### src/rtl/mem_bus_arbiter.sv
// Shares one SRAM-style port between instruction fetch and data access, one transaction at a time.
// Optional round-robin between the two requesters when ARB_RR_EN is defined; fixed data-first otherwise.
module mem_bus_arbiter #(
  parameter int ADDR_W = 32,
  parameter int DATA_W = 32
) (
  input  logic                clk,
  input  logic                rst,
  input  logic                flush,
  input  logic                inst_req,
  input  logic [ADDR_W-1:0]   inst_addr,
  output logic                inst_done,
  output logic [DATA_W-1:0]   inst_rdata,
  input  logic                data_req,
  input  logic                data_we,
  input  logic [ADDR_W-1:0]   data_addr,
  input  logic [DATA_W-1:0]   data_wdata,
  input  logic [DATA_W/8-1:0] data_wstrb,
  output logic                data_done,
  output logic [DATA_W-1:0]   data_rdata,
  output logic                pause_if,
  output logic                pause_mem,
  output logic                mem_req,
  output logic                mem_we,
  output logic [ADDR_W-1:0]   mem_addr,
  output logic [DATA_W-1:0]   mem_wdata,
  output logic [DATA_W/8-1:0] mem_wstrb,
  input  logic                mem_addr_ok,
  input  logic                mem_data_ok,
  input  logic [DATA_W-1:0]   mem_rdata
);

  localparam int STRB_W = DATA_W / 8;

  typedef enum logic [2:0] {
    S_IDLE,
    S_I_ADDR,
    S_I_DATA,
    S_D_ADDR,
    S_D_DATA
  } state_t;

  state_t              r_state;
  state_t              w_state_next;
  logic                r_drop;
  logic                w_drop_next;
  logic                r_mem_req;
  logic                w_mem_req_next;
  logic                r_mem_we;
  logic                w_mem_we_next;
  logic [ADDR_W-1:0]   r_mem_addr;
  logic [ADDR_W-1:0]   w_mem_addr_next;
  logic [DATA_W-1:0]   r_mem_wdata;
  logic [DATA_W-1:0]   w_mem_wdata_next;
  logic [STRB_W-1:0]   r_mem_wstrb;
  logic [STRB_W-1:0]   w_mem_wstrb_next;
  logic                r_inst_done;
  logic                w_inst_done_next;
  logic [DATA_W-1:0]   r_inst_rdata;
  logic [DATA_W-1:0]   w_inst_rdata_next;
  logic                r_data_done;
  logic                w_data_done_next;
  logic [DATA_W-1:0]   r_data_rdata;
  logic [DATA_W-1:0]   w_data_rdata_next;
  logic                w_grant_data;
  logic                w_grant_inst;

`ifdef ARB_RR_EN
  // 0 = data side preferred, 1 = instruction side preferred
  logic r_prio;
  logic w_prio_next;

  assign w_grant_data = data_req & (~inst_req | ~r_prio);
`else
  assign w_grant_data = data_req;
`endif
  assign w_grant_inst = inst_req & ~w_grant_data;

  always_ff @(posedge clk) begin
    if (rst) begin
      r_state      <= S_IDLE;
      r_drop       <= 1'b0;
      r_mem_req    <= 1'b0;
      r_mem_we     <= 1'b0;
      r_mem_addr   <= '0;
      r_mem_wdata  <= '0;
      r_mem_wstrb  <= '0;
      r_inst_done  <= 1'b0;
      r_inst_rdata <= '0;
      r_data_done  <= 1'b0;
      r_data_rdata <= '0;
`ifdef ARB_RR_EN
      r_prio       <= 1'b0;
`endif
    end else begin
      r_state      <= w_state_next;
      r_drop       <= w_drop_next;
      r_mem_req    <= w_mem_req_next;
      r_mem_we     <= w_mem_we_next;
      r_mem_addr   <= w_mem_addr_next;
      r_mem_wdata  <= w_mem_wdata_next;
      r_mem_wstrb  <= w_mem_wstrb_next;
      r_inst_done  <= w_inst_done_next;
      r_inst_rdata <= w_inst_rdata_next;
      r_data_done  <= w_data_done_next;
      r_data_rdata <= w_data_rdata_next;
`ifdef ARB_RR_EN
      r_prio       <= w_prio_next;
`endif
    end
  end

  always_comb begin
    w_state_next      = r_state;
    w_drop_next       = r_drop;
    w_mem_req_next    = r_mem_req;
    w_mem_we_next     = r_mem_we;
    w_mem_addr_next   = r_mem_addr;
    w_mem_wdata_next  = r_mem_wdata;
    w_mem_wstrb_next  = r_mem_wstrb;
    w_inst_done_next  = 1'b0;
    w_inst_rdata_next = r_inst_rdata;
    w_data_done_next  = 1'b0;
    w_data_rdata_next = r_data_rdata;
`ifdef ARB_RR_EN
    w_prio_next       = r_prio;
`endif

    case (r_state)
      S_IDLE: begin
        w_drop_next = 1'b0;
        if (w_grant_data) begin
          w_mem_req_next   = 1'b1;
          w_mem_we_next    = data_we;
          w_mem_addr_next  = data_addr;
          w_mem_wdata_next = data_wdata;
          w_mem_wstrb_next = data_wstrb;
          w_state_next     = S_D_ADDR;
`ifdef ARB_RR_EN
          w_prio_next      = 1'b1;
`endif
        end else if (w_grant_inst) begin
          w_mem_req_next   = 1'b1;
          w_mem_we_next    = 1'b0;
          w_mem_addr_next  = inst_addr;
          w_mem_wdata_next = '0;
          w_mem_wstrb_next = '0;
          w_state_next     = S_I_ADDR;
`ifdef ARB_RR_EN
          w_prio_next      = 1'b0;
`endif
        end
      end

      S_I_ADDR: begin
        if (flush) begin
          w_drop_next = 1'b1;
        end
        if (mem_addr_ok) begin
          w_mem_req_next = 1'b0;
          w_state_next   = S_I_DATA;
        end
      end

      S_I_DATA: begin
        if (flush) begin
          w_drop_next = 1'b1;
        end
        // A flush arriving with the response still cancels the done pulse.
        if (mem_data_ok) begin
          if (!(r_drop || flush)) begin
            w_inst_done_next  = 1'b1;
            w_inst_rdata_next = mem_rdata;
          end
          w_drop_next  = 1'b0;
          w_state_next = S_IDLE;
        end
      end

      S_D_ADDR: begin
        if (mem_addr_ok) begin
          w_mem_req_next = 1'b0;
          w_state_next   = S_D_DATA;
        end
      end

      S_D_DATA: begin
        if (mem_data_ok) begin
          w_data_done_next = 1'b1;
          if (!r_mem_we) begin
            w_data_rdata_next = mem_rdata;
          end
          w_state_next = S_IDLE;
        end
      end

      default: begin
        w_state_next   = S_IDLE;
        w_mem_req_next = 1'b0;
        w_drop_next    = 1'b0;
      end
    endcase
  end

  assign inst_done  = r_inst_done;
  assign inst_rdata = r_inst_rdata;
  assign data_done  = r_data_done;
  assign data_rdata = r_data_rdata;
  assign mem_req    = r_mem_req;
  assign mem_we     = r_mem_we;
  assign mem_addr   = r_mem_addr;
  assign mem_wdata  = r_mem_wdata;
  assign mem_wstrb  = r_mem_wstrb;

  // Stalls drop in the same cycle the done pulse is seen.
  assign pause_if  = inst_req & ~r_inst_done;
  assign pause_mem = data_req & ~r_data_done;

endmodule

### config.mk
export PLATFORM = sky130hd
export DESIGN_NAME = mem_bus_arbiter
export DESIGN_NICKNAME = d
export VERILOG_FILES = /design/src/rtl/mem_bus_arbiter.sv
export SDC_FILE = /design/constraint.sdc
export NUM_CORES = 1
export LEC_CHECK = 0
export BUFFER_PORTS_ARGS = -buffer_cell sky130_fd_sc_hd__buf_2
export CAP_MARGIN = 0
export CORE_MARGIN = 2
export CORE_UTILIZATION = 43
export CTS_BUF_LIST = sky130_fd_sc_hd__clkbuf_4
export DETAILED_ROUTE_END_ITERATION = 10
export PLACE_DENSITY_LB_ADDON = 0.2
export SYNTH_ARGS = -nofsm -noshare
export SYNTH_HDL_FRONTEND = slang
export SYNTH_SLANG_ARGS = --single-unit
### constraint.sdc
create_clock -name clk -period 1.6 [get_ports clk]
set_clock_uncertainty 0.2 [all_clocks]
set_input_delay 0.24 -clock clk [delete_from_list [all_inputs] [get_ports clk]]
set_output_delay 0.24 -clock clk [all_outputs]
set_load 0.03 [all_outputs]
### Word-level counts from Yosys, hierarchy flattened

Index checks and enable logic that the tools add are counted.
W data, S select, Z words.

| storage, ports and cells | value |
|---|---|
| bits of input ports | 140 |
| bits in registers | 140 |
| logic and storage cells | 68 |
| output and inout bits | 138 |

| cells by class | value |
|---|---|
| multiplexer cells | 23 |
| equal/unequal tests | 9 |
| bitwise logic cells | 12 |
| reduce and logical (&&, ||, !) cells | 13 |

Operators with widths:

| operator | number |
|---|---|
| $mux W32 | 4 |
| $mux W3 | 5 |
| $pmux W3 S4 | 1 |
| $mux W1 | 9 |
| $not A1 Y1 | 9 |
| $reduce_and A3 Y1 | 3 |
| $mux W4 | 2 |
| $reduce_or A2 Y1 | 4 |
| $eq A3 B2 Y1 const B | 2 |
| $pmux W1 S3 | 2 |
| $ne A2 B1 Y1 const B | 2 |
| $ne A2 B2 Y1 const B | 2 |
| $reduce_and A4 Y1 | 1 |
| $and A1 B1 Y1 | 3 |
| $eq A3 B1 Y1 const B | 1 |
| $eq A3 B3 Y1 const B | 1 |
| $logic_not A3 Y1 | 1 |
| $ne A3 B3 Y1 const B | 1 |
| $reduce_or A3 Y1 | 1 |
| $reduce_and A2 Y1 | 1 |
| $reduce_bool A2 Y1 | 1 |
| $logic_or A1 B1 Y1 | 1 |

### Depth between registers and ports, before layout

Gate-level depths: netlist of the first run.

| logic depth | value |
|---|---|
| word-level depth | 5 |
| gate-level depth with buffers | 7 |
| mapped depth without buffers | 3 |

### Worst setup path after synthesis of the first run

No wires, ideal clock.

| timing path | value |
|---|---|
| path kind | input -> output |
| start point | in data_req |
| end point | out pause_mem |
| arrival | 1.302 ns |
| path slack | -0.142 ns |
| stages on the path | 3 |
| data required time | 1.160 ns |
| path through | buf_6 -> clkbuf_1 -> nor2b_1 |

| between the ends | value |
|---|---|
| word-level cells in the longest chain between the ends | 1 |

Ends and longest elaborated chain:

| item | line | text |
|---|---|---|
| start, declared | 14 | `input logic data_req,` |
| $and A1 B1 Y1 | 217 | `assign pause_mem = data_req & ~r_data_done;` |
| end, declared | 22 | `output logic pause_mem,` |

Every way passes these cells.

### Worst setup path in the final report of the first run

| timing path | value |
|---|---|
| start point | reg r_state[0] |
| end point | reg r_mem_wstrb[2], in the netlist mem_wstrb[2] |

| between the ends | value |
|---|---|
| word-level cells in the longest chain between the ends | 2 |

Ends and longest elaborated chain:

| item | line | text |
|---|---|---|
| start, declared | 43 | `state_t r_state;` |
| start signal, assigned | 96 | `r_state <= w_state_next;` |
| $logic_not A3 Y1 | 129 | `case (r_state)` |
| $reduce_and A2 Y1 (no source line) | - |  |
| end signal, assigned | 102 | `r_mem_wstrb <= w_mem_wstrb_next;` |
| end, declared | 55 | `logic [STRB_W-1:0] r_mem_wstrb;` |

Every way passes these cells.
A chain may end at the register's enable or synchronous reset.

==> results of run 1 <==
[worst max-delay path, stage by stage (launching register included)]
cell and delay (ns):
dfxtp_2 0.36, buf_12 0.12, nor3_4 0.25, buf_6 0.15, a21oi_4 0.05, buf_12 0.17
a22o_1 0.26
[cell type report]
type	instances	area, sq um	area share (%)
well taps	176	220	2.26
repair buffers	446	3600	36.9
clock buffers	18	135	1.38
inverters	2	7.51	0.0769
flip-flops and latches	140	2880	29.5
clock inverters	14	170	1.74
multi-input cells	326	2750	28.1
[registers in the layout (all words and copies together) (netlist names), 3 cells and up]
register and count:
mem_addr 32, inst_rdata 32, mem_wstrb 4, data_rdata 32, mem_wdata 32, r_state 3
[Yosys cell counts]
cell       count  area share, %
nand2b_1      97             11
nor4b_1        1           0.15
a2111oi_0      1           0.15
or2_1          1           0.11
buf_4          7           0.91
dfxtp_1      140             49
nor2b_1        2           0.22
a21oi_4        1           0.28
nor3_2         1           0.17
and2_4         1           0.15
nor3_4         1           0.28
nand4b_1       1           0.15
a21oi_1       35            3.0
mux2i_1       96             17
o21ai_1        1          0.087
and3b_1        1           0.15
a22o_1        37            5.6
a211oi_1       3           0.39
o21ai_0        2           0.17
nand3b_1       1           0.13
nor4_1         1           0.11
nand4bb_1      1           0.20
nand2_1        2           0.13
o32a_1         1           0.17
a211oi_2      30            6.5
buf_2         13            1.1
inv_1          2           0.13
clkbuf_1      16            1.0
or3b_1         2           0.30
buf_6         10            2.0
a31oi_1        1           0.11
nor3_1         1          0.087
nor2_1         2           0.13
and3_1         1           0.11
[worst paths after layout]
kind	cells after the start	slack, ns	startpoint	endpoint
max	6	-0.1	r_state[0]	mem_wstrb[2]
max reg2reg	6	-0.1	r_state[0]	mem_wstrb[2]
min reg2reg	2	0.28	inst_rdata[17]	inst_rdata[17]
min	5	0.18	data_req	r_state[1]
[report_power, final]
group / switching (mW) / total (mW) / internal, mW
Sequential: 0.166 / 3.91 / 3.74
Combinational: 1.34 / 2.55 / 1.21
Clock: 1.38 / 2.48 / 1.10
Total: 2.88 / 8.94 / 6.06
[repair_timing]
action / in CTS / in global routing
setup endpoints to repair: 173 / 225
pin swaps: 7 / 18
hold buffers: 137 / 0
setup buffers: 8 / 1
cloned: 4 / 3
resized for setup: 87 / 203
hold endpoints to repair: 140 / 0
[logic make-up (layout without fill, tap and decap cells)]
| family | Yosys count | after routing | synth area share [%] |
|---|---|---|---|
| simple gates | 117 | 118 | 13.1 |
| mux | 96 | 96 | 16.7 |
| buf+inv | 48 | 480 | 5.16 |
| compound gates | 112 | 112 | 16.5 |
| flops | 140 | 140 | 48.6 |
[stage by stage]
| step | setup TNS (ns) | std cells | hold WS [ns] | power (mW) | setup slack, ns |
|---|---|---|---|---|---|
| floorplan | 0 | 513 | 0.165 | 5.21 | 0.0136 |
| global placement | -0.0334 | 937 | 0.253 | 5.71 | -0.0159 |
| detailed placement | -2.72 | 937 | 0.252 | 5.77 | -0.116 |
| CTS | -0.188 | 1118 | 0.0830 | 8.65 | -0.0944 |
| global route | -8.35 | 1122 | 0.156 | 9.28 | -0.163 |
| finish | -3.06 | 1122 | 0.176 | 8.94 | -0.0991 |
[layer usage]
| layer | share of wire, % | vias to the layer above | track usage (%) |
|---|---|---|---|
| li1 | - | 2677 | - |
| met5 | 0 | - | 0 |
| met2 | 52 | 249 | 47.3 |
| met1 | 37 | 2711 | 28.2 |
| met3 | 7.5 | 54 | 9.36 |
| met4 | 3.0 | 0 | 10.7 |
==> impl_metrics.tcl, run 1 <==
set metrics [dict create \
    status "finished with violations" \
    violations "negative setup slack" \
    cts_tree "built" \
    number_of_max_slew_violations_in_the_final_report 0 \
    setup_viol 55 \
    tightest_slew_ns 0.411 \
    antenna_left 0 \
    max-vdd-ir-drop_mv 0.661 \
    mostFrequentLayoutCell "buf_2" \
    synthToLayoutAreaGrowth_pct 69.2 \
    floorplan.initialDensity_pct 43.7 \
    final_area_sq_um 9760 \
    first_global_vias 5906 \
    numCtsBuffers 17 \
    antennaDiodeCount 0 \
    timing.setup.critical_path_class "flop to flop" \
    final_min_period_over_clock_period_pct 106 \
    synth_area_sq_um 5770 \
    grt_start_max_net_pins 95 \
    fill_cell_count 887 \
    period_minus_slack_ns 1.70 \
    place_area_sq_um 7300 \
    synth-seq-area-share_pct 48.6 \
    power_leakage_nw 4.50 \
    timing.fmax_ghz 0.589 \
    detailedPlacementHpwl_um 11000 \
    fp.dieArea_sq_um 14400 \
    rsz_0062_raised_after_global_routing "true" \
    finalHoldViolations 0 \
    critPathMaxFanout 37 \
    drt-vias-per-instance 5.07 \
    die_y_um 120 \
    synth_cell_type_count 34 \
    first_pass_iters 4 \
    top_level_ports 278 \
    post_route_cells_drive_above_1_share_pct 47.4 \
    grt_antenna_before_repair 0 \
    detailroute.via_count 5691 \
    ys_ff_latch 140 \
    cts.path.max_buffers 2 \
    finish.utilization_pct 74.0 \
    power-per-cell-area_nw_per_um2 916 \
    detail_route.drc_violations 0 \
    overflow 0 \
    critical_path.endpoint_type "flop" \
    drtIter0Drc 392 \
    timing.final.ws_setup_ns -0.0991 \
    synth.yosys.warnings 0 \
    wl_per_cell_um 18.4 \
    post_synth_inst_count 513 \
    clk_pin_slew_ns 0.12 \
    root_buffer "clkbuf_4" \
    relSlewSlack_pct 72.5 \
    die_w_um 120 \
    rows 42 \
    cts_max_level 4 \
    postSynthAreaPerCell_sq_um 11.2 \
    layout.nets 1073 \
    groute.usage.overall_pct 26.4 \
    numPortBuffers 277 \
    timing.critical_path.arrival_ns 1.94 \
    tritoncts_num_sinks 140 \
    globalplace.congestion 0.729 \
    clock_latency_ns 0.55 \
    cap_violations 0 \
    grt_pass1_wl_um 29800 \
    synth_fp_nets 653 \
    required_ns 1.84 \
    layout.cells.most_common_list "buf_2 (139), dlygate4sd3_1 (137), buf_4 (129), nand2b_1 (97), mux2i_1 (96)" \
    core_region_area_sq_um 13200 \
    worstSetupStartpointType "flop" \
    route.final.wire_length_um 20600 \
    worst_hold_path_type "primary input to flop" \
]
Power figures use the tool's default switching activity.
==> run 2: changes to the inputs <==
Settings changed: CORE_MARGIN 2 to 1.5, SETUP_SLACK_MARGIN set to 0.3, SKIP_CTS_REPAIR_TIMING set to 1.
==> impl_metrics.tcl, run 2 (same netlist as run 1, synthesis figures left out) <==
set metrics [dict create \
    status "finished with violations" \
    violations "negative hold slack, negative setup slack" \
    power_leakage_nw 4.73 \
    clk_pin_slew_ns 0.12 \
    fp.dieArea_sq_um 14100 \
    floorplan.initialDensity_pct 43.7 \
    critical-path-max-stage-delay_ns 0.37 \
    critical_path.reg2reg.endpoint "mem_addr[11]" \
    critical_path.endpoint_type "flop" \
    worst-r2r-setup-slack_ns -0.08 \
    timing.critical_path.arrival_ns 1.91 \
    worst_path_max_delay_cell "dfxtp_2" \
    clock_latency_ns 0.54 \
    first_pass_iters 5 \
    cts.path.max_buffers 2 \
    relSlewSlack_pct 77.3 \
    antennaDiodeCount 0 \
    layout.cells.most_common_list "buf_2 (138), buf_6 (137), dlygate4sd3_1 (137), dfxtp_2 (125), nand2b_1 (97)" \
    detailroute.via_count 6011 \
    tightest_slew_ns 0.331 \
    rows 42 \
    route.final.wire_length_um 22500 \
    rr_worst_depth 5 \
    setup.worst_path.end "mem_addr[11]" \
    worst_hold_path_type "primary input to flop" \
    groute.usage.overall_pct 20.5 \
    grt_antenna_before_repair 0 \
    cap_violations 0 \
    detailedPlacementHpwl_um 10700 \
    antenna_left 0 \
    post_route_cells_drive_above_1_share_pct 55.1 \
    mostFrequentLayoutCell "buf_2" \
    final_area_sq_um 10400 \
    detail_route.drc_violations 0 \
    overflow 0 \
    synthToLayoutAreaGrowth_pct 80.7 \
    finalHoldViolations 3 \
    critical_path.top_delay_family "compound AO/OA/AOI/OAI gates" \
    layout.nets 1095 \
    critPathBufInv 2 \
    die_y_um 119 \
    regToRegStartpoint "r_state[1]" \
    setup_viol 57 \
    timing.setup.critical_path_class "flop to flop" \
    top_level_ports 278 \
    rsz_0062_raised_after_global_routing "true" \
    timing.fmax_ghz 0.595 \
    numPortBuffers 277 \
    worstSetupStartpoint "r_state[1]" \
    drtIter0Drc 418 \
    grt_pass1_wl_um 23000 \
    hold_ws_ns -0.168 \
    wl_per_cell_um 19.7 \
    die_w_um 119 \
    numCtsBuffers 17 \
    worstSetupStartpointType "flop" \
    fill_cell_count 731 \
    placed_cells_incl_taps 938 \
    max-vdd-ir-drop_mv 0.464 \
    grt_start_max_net_pins 67 \
    root_buffer "clkbuf_4" \
    finalNonFillerCells 1143 \
    timing.final.ws_setup_ns -0.0797 \
    drt-vias-per-instance 5.26 \
    number_of_max_slew_violations_in_the_final_report 0 \
    globalplace.congestion 0.787 \
    core_region_area_sq_um 13200 \
    final_min_period_over_clock_period_pct 105 \
    first_global_vias 4768 \
    required_ns 1.83 \
    period_minus_slack_ns 1.68 \
    place_area_sq_um 7320 \
    crit_top_cell "buf_6" \
    power-per-cell-area_nw_per_um2 876 \
    cts_tree "built" \
    cts_max_level 4 \
    worstPathCellList "nor3_4 > buf_6 > buf_6 > a21oi_1 > a211oi_2" \
    logic_depth_of_the_worst_path_buffers_included 5 \
    critPathMaxFanout 12 \
    tritoncts_num_sinks 140 \
]
## run 2: report_power, final
group          leakage (nW)  total [mW]  internal, mW  switching, mW
logic                  3.37        2.75          1.35           1.40
clock network         0.161        2.40          1.15           1.26
registers              1.20        3.98          3.77          0.210
## run 2: tightest hold or removal path, cell delays in order
cell and delay (ns):
buf_2 0.15, nand4bb_4 0.12, nor4_1 0.05
## run 2: area by class of cell
type | count | area, sq um | area share (%)
clock buffers | 22 | 165 | 1.58
clock inverters | 9 | 121 | 1.16
flip-flops and latches | 140 | 2960 | 28.4
well taps | 176 | 220 | 2.11
inverters | 2 | 7.51 | 0.0720
multi-input cells | 326 | 2750 | 26.4
repair buffers | 468 | 4200 | 40.3
## run 2: per-stage QoR
stage / setup WS [ns] / total power, mW / hold WS [ns] / utilization (%) / setup TNS [ns]
after floorplan: 0.0683 / 5.25 / 0.162 / - / 0
after global placement: -0.0559 / 5.71 / 0.248 / 55.5 / -1.47
after detailed placement: -0.101 / 5.76 / 0.251 / 55.5 / -2.73
after CTS: -0.125 / 8.11 / -0.362 / 57.6 / -3.25
after global routing: -0.146 / 9.44 / -0.207 / 79.1 / -7.44
final: -0.0797 / 9.13 / -0.168 / 79.1 / -1.23
## run 2: worst min-delay path by stage
stage	startpoint	end	slack, ns	cells past startpoint
floorplan	data_wdata[19]	mem_wdata[19]	0.16	1
global placement	data_wdata[22]	mem_wdata[22]	0.25	2
detailed placement	data_wdata[22]	mem_wdata[22]	0.25	2
CTS	data_wstrb[3]	mem_wstrb[3]	-0.36	2
global route	mem_data_ok	inst_done	-0.21	3
finish	mem_data_ok	inst_done	-0.17	3
## run 2: per-layer routing
layer	vias to the layer above	part of all wire, %	GRT usage (%)
li1	2710	-	-
met1	2875	36	22.5
met2	330	51	35.3
met3	96	7.7	8.48
met4	0	4.8	8.21
met5	-	0	0
==> run 3: changes to the inputs <==
Settings changed: CORE_UTILIZATION 43 to 48, GPL_ROUTABILITY_DRIVEN set to 0.
Clock period 1.6 ns to 1.8 ns, I/O delays scaled along.
==> impl_metrics.tcl, run 3 (same netlist as run 1, synthesis figures left out) <==
set metrics [dict create \
    hold_ws_ns 0.134 \
    p_seq_share_pct 42.9 \
    overflow 0 \
    timing.setup.critical_path_class "primary input to flop" \
    route.final.wire_length_um 25300 \
    critical-path-max-stage-delay_ns 0.60 \
    critPathBufInv 4 \
    cts_max_level 4 \
    max-vdd-ir-drop_mv 0.624 \
    critPathMaxFanout 7 \
    mostFrequentLayoutCell "buf_6" \
    critical_path.top_delay_family "buffers and inverters" \
    final_min_period_over_clock_period_pct 96.4 \
    critical_path.endpoint_type "flop" \
    rsz_0062_raised_after_global_routing "true" \
    crit_top_cell "buf_12" \
    drt-vias-per-instance 5.58 \
    finalHoldViolations 0 \
    internal-power_mw 5.56 \
    antenna_left 0 \
    detail_route.drc_violations 0 \
    timing.fmax_ghz 0.576 \
    grt_start_max_net_pins 71 \
    cts.path.max_buffers 2 \
    first_global_vias 4828 \
    top_level_ports 278 \
    clk_pin_slew_ns 0.14 \
    drtIter0Drc 413 \
    grt_antenna_before_repair 1 \
    cts_tree "built" \
    worst_path_max_delay_cell "dlygate4sd3_1" \
    die_w_um 113 \
    rows 39 \
    clock_latency_ns 0.56 \
    worst_hold_path_type "primary input to flop" \
    detailedPlacementHpwl_um 10700 \
    power-per-cell-area_nw_per_um2 786 \
    first_pass_iters 5 \
    numCtsBuffers 17 \
    required_ns 2.07 \
    relSlewSlack_pct 61.9 \
    floorplan.initialDensity_pct 49.9 \
    numPortBuffers 277 \
    gr-usage-met1_pct 24.5 \
    synthToLayoutAreaGrowth_pct 83.1 \
    fp.dieArea_sq_um 12700 \
    share_comb_of_total_power_pct 29.9 \
    power_leakage_nw 4.78 \
    setup_viol 0 \
    worstPathCellList "buf_2 > dlygate4sd3_1 > nand4bb_4 > nor3_4 > buf_12 > buf_12 > mux2i_1" \
    setup_total_negative_slack_ns 0 \
    die_y_um 113 \
    timing.critical_path.arrival_ns 2.01 \
    groute.usage.overall_pct 22.9 \
    period_minus_slack_ns 1.74 \
    root_buffer "clkbuf_4" \
    tritoncts_num_sinks 140 \
    core_region_area_sq_um 11600 \
    use_met2_pct 40.7 \
    grt_util_met3_pct 8.75 \
    wl_per_cell_um 22.7 \
    cap_violations 0 \
    worstSetupStartpointType "primary input" \
    layout.nets 1097 \
    top_usage_layer "met2" \
    clock_network_fraction_of_total_power_pct 27.2 \
    status "finished clean" \
    number_of_max_slew_violations_in_the_final_report 0 \
    grt_pass1_wl_um 23200 \
    post_route_cells_drive_above_1_share_pct 56.5 \
    detailroute.via_count 6220 \
    power.share.switching_pct 33.1 \
    switchingPower_mw 2.75 \
    layout.cells.most_common_list "buf_6 (147), buf_2 (140), dfxtp_2 (137), dlygate4sd3_1 (137), nand2b_1 (97)" \
    tightest_slew_ns 0.571 \
]
run 3: changes by cell type in the layout (fill, tap and decap cells not counted), moves of 3 or more:
| cell | previous run | this run |
|---|---|---|
| clkbuf_4 | 22 | 18 |
| dfxtp_1 | 14 | 0 |
| clkbuf_16 | 4 | 7 |
| dfxtp_2 | 125 | 137 |
| mux2i_2 | 0 | 3 |
| buf_6 | 137 | 147 |
| mux2i_1 | 96 | 93 |
| clkinv_2 | 4 | 1 |
| inv_6 | 0 | 4 |
| clkinvlp_4 | 1 | 4 |
| buf_4 | 43 | 25 |
run 3: worst min-delay path, cell delays in order:
cell and delay (ns):
buf_2 0.12, buf_12 0.18, mux2i_1 0.19, a211oi_2 0.09
run 3: per-stage QoR:
| step | util (%) | area, sq um | std cells | setup slack [ns] | total power, mW |
|---|---|---|---|---|---|
| after detailed placement | 62.9 | 7270 | 900 | 0.00454 | 5.12 |
| after floorplan | - | 5840 | 513 | 0.223 | 4.66 |
| final | 91.4 | 10600 | 1114 | 0.0643 | 8.31 |
| after global placement | 62.9 | 7270 | 900 | 0.0787 | 5.07 |
| after CTS | 65.5 | 7570 | 932 | 0.0163 | 7.27 |
| after global routing | 91.4 | 10600 | 1114 | 0.0311 | 8.52 |
run 3: final timing paths:
| kind | from | end | slack, ns | depth (start not counted) |
|---|---|---|---|---|
| worst max-delay path | flush | inst_rdata[20] | 0.06 | 7 |
| worst min-delay path | data_req | mem_addr[22] | 0.13 | 4 |
| worst max register to register | r_state[0] | mem_wdata[7] | 0.09 | 5 |
| worst min register to register | inst_rdata[5] | inst_rdata[5] | 0.29 | 2 |
run 3: area by class of cell:
class	instances	area, sq um
Clock buffer	18	135
Clock inverter	14	168
Timing Repair Buffer	468	4320
Fill cell	439	997
Multi-Input combinational cell	328	2770
Sequential cell	140	2990
Tap cell	143	179
Antenna cell	1	2.50
Inverter	2	7.51
run 3: routing by layer:
| metal | wire length [um] | share of wire [%] |
|---|---|---|
| met4 | 1430 | 5.7 |
| met3 | 2020 | 8.0 |
| met5 | 0 | 0 |
| met2 | 13300 | 53 |
| met1 | 8520 | 34 |
run 3: power groups by stage:
stage,clock network [mW],registers (mW),logic [mW]
after floorplan,0,3.89,0.774
after global placement,0,3.50,1.57
after detailed placement,0,3.50,1.62
after CTS,2.21,3.43,1.62
after global routing,2.39,3.58,2.56
final,2.26,3.56,2.48
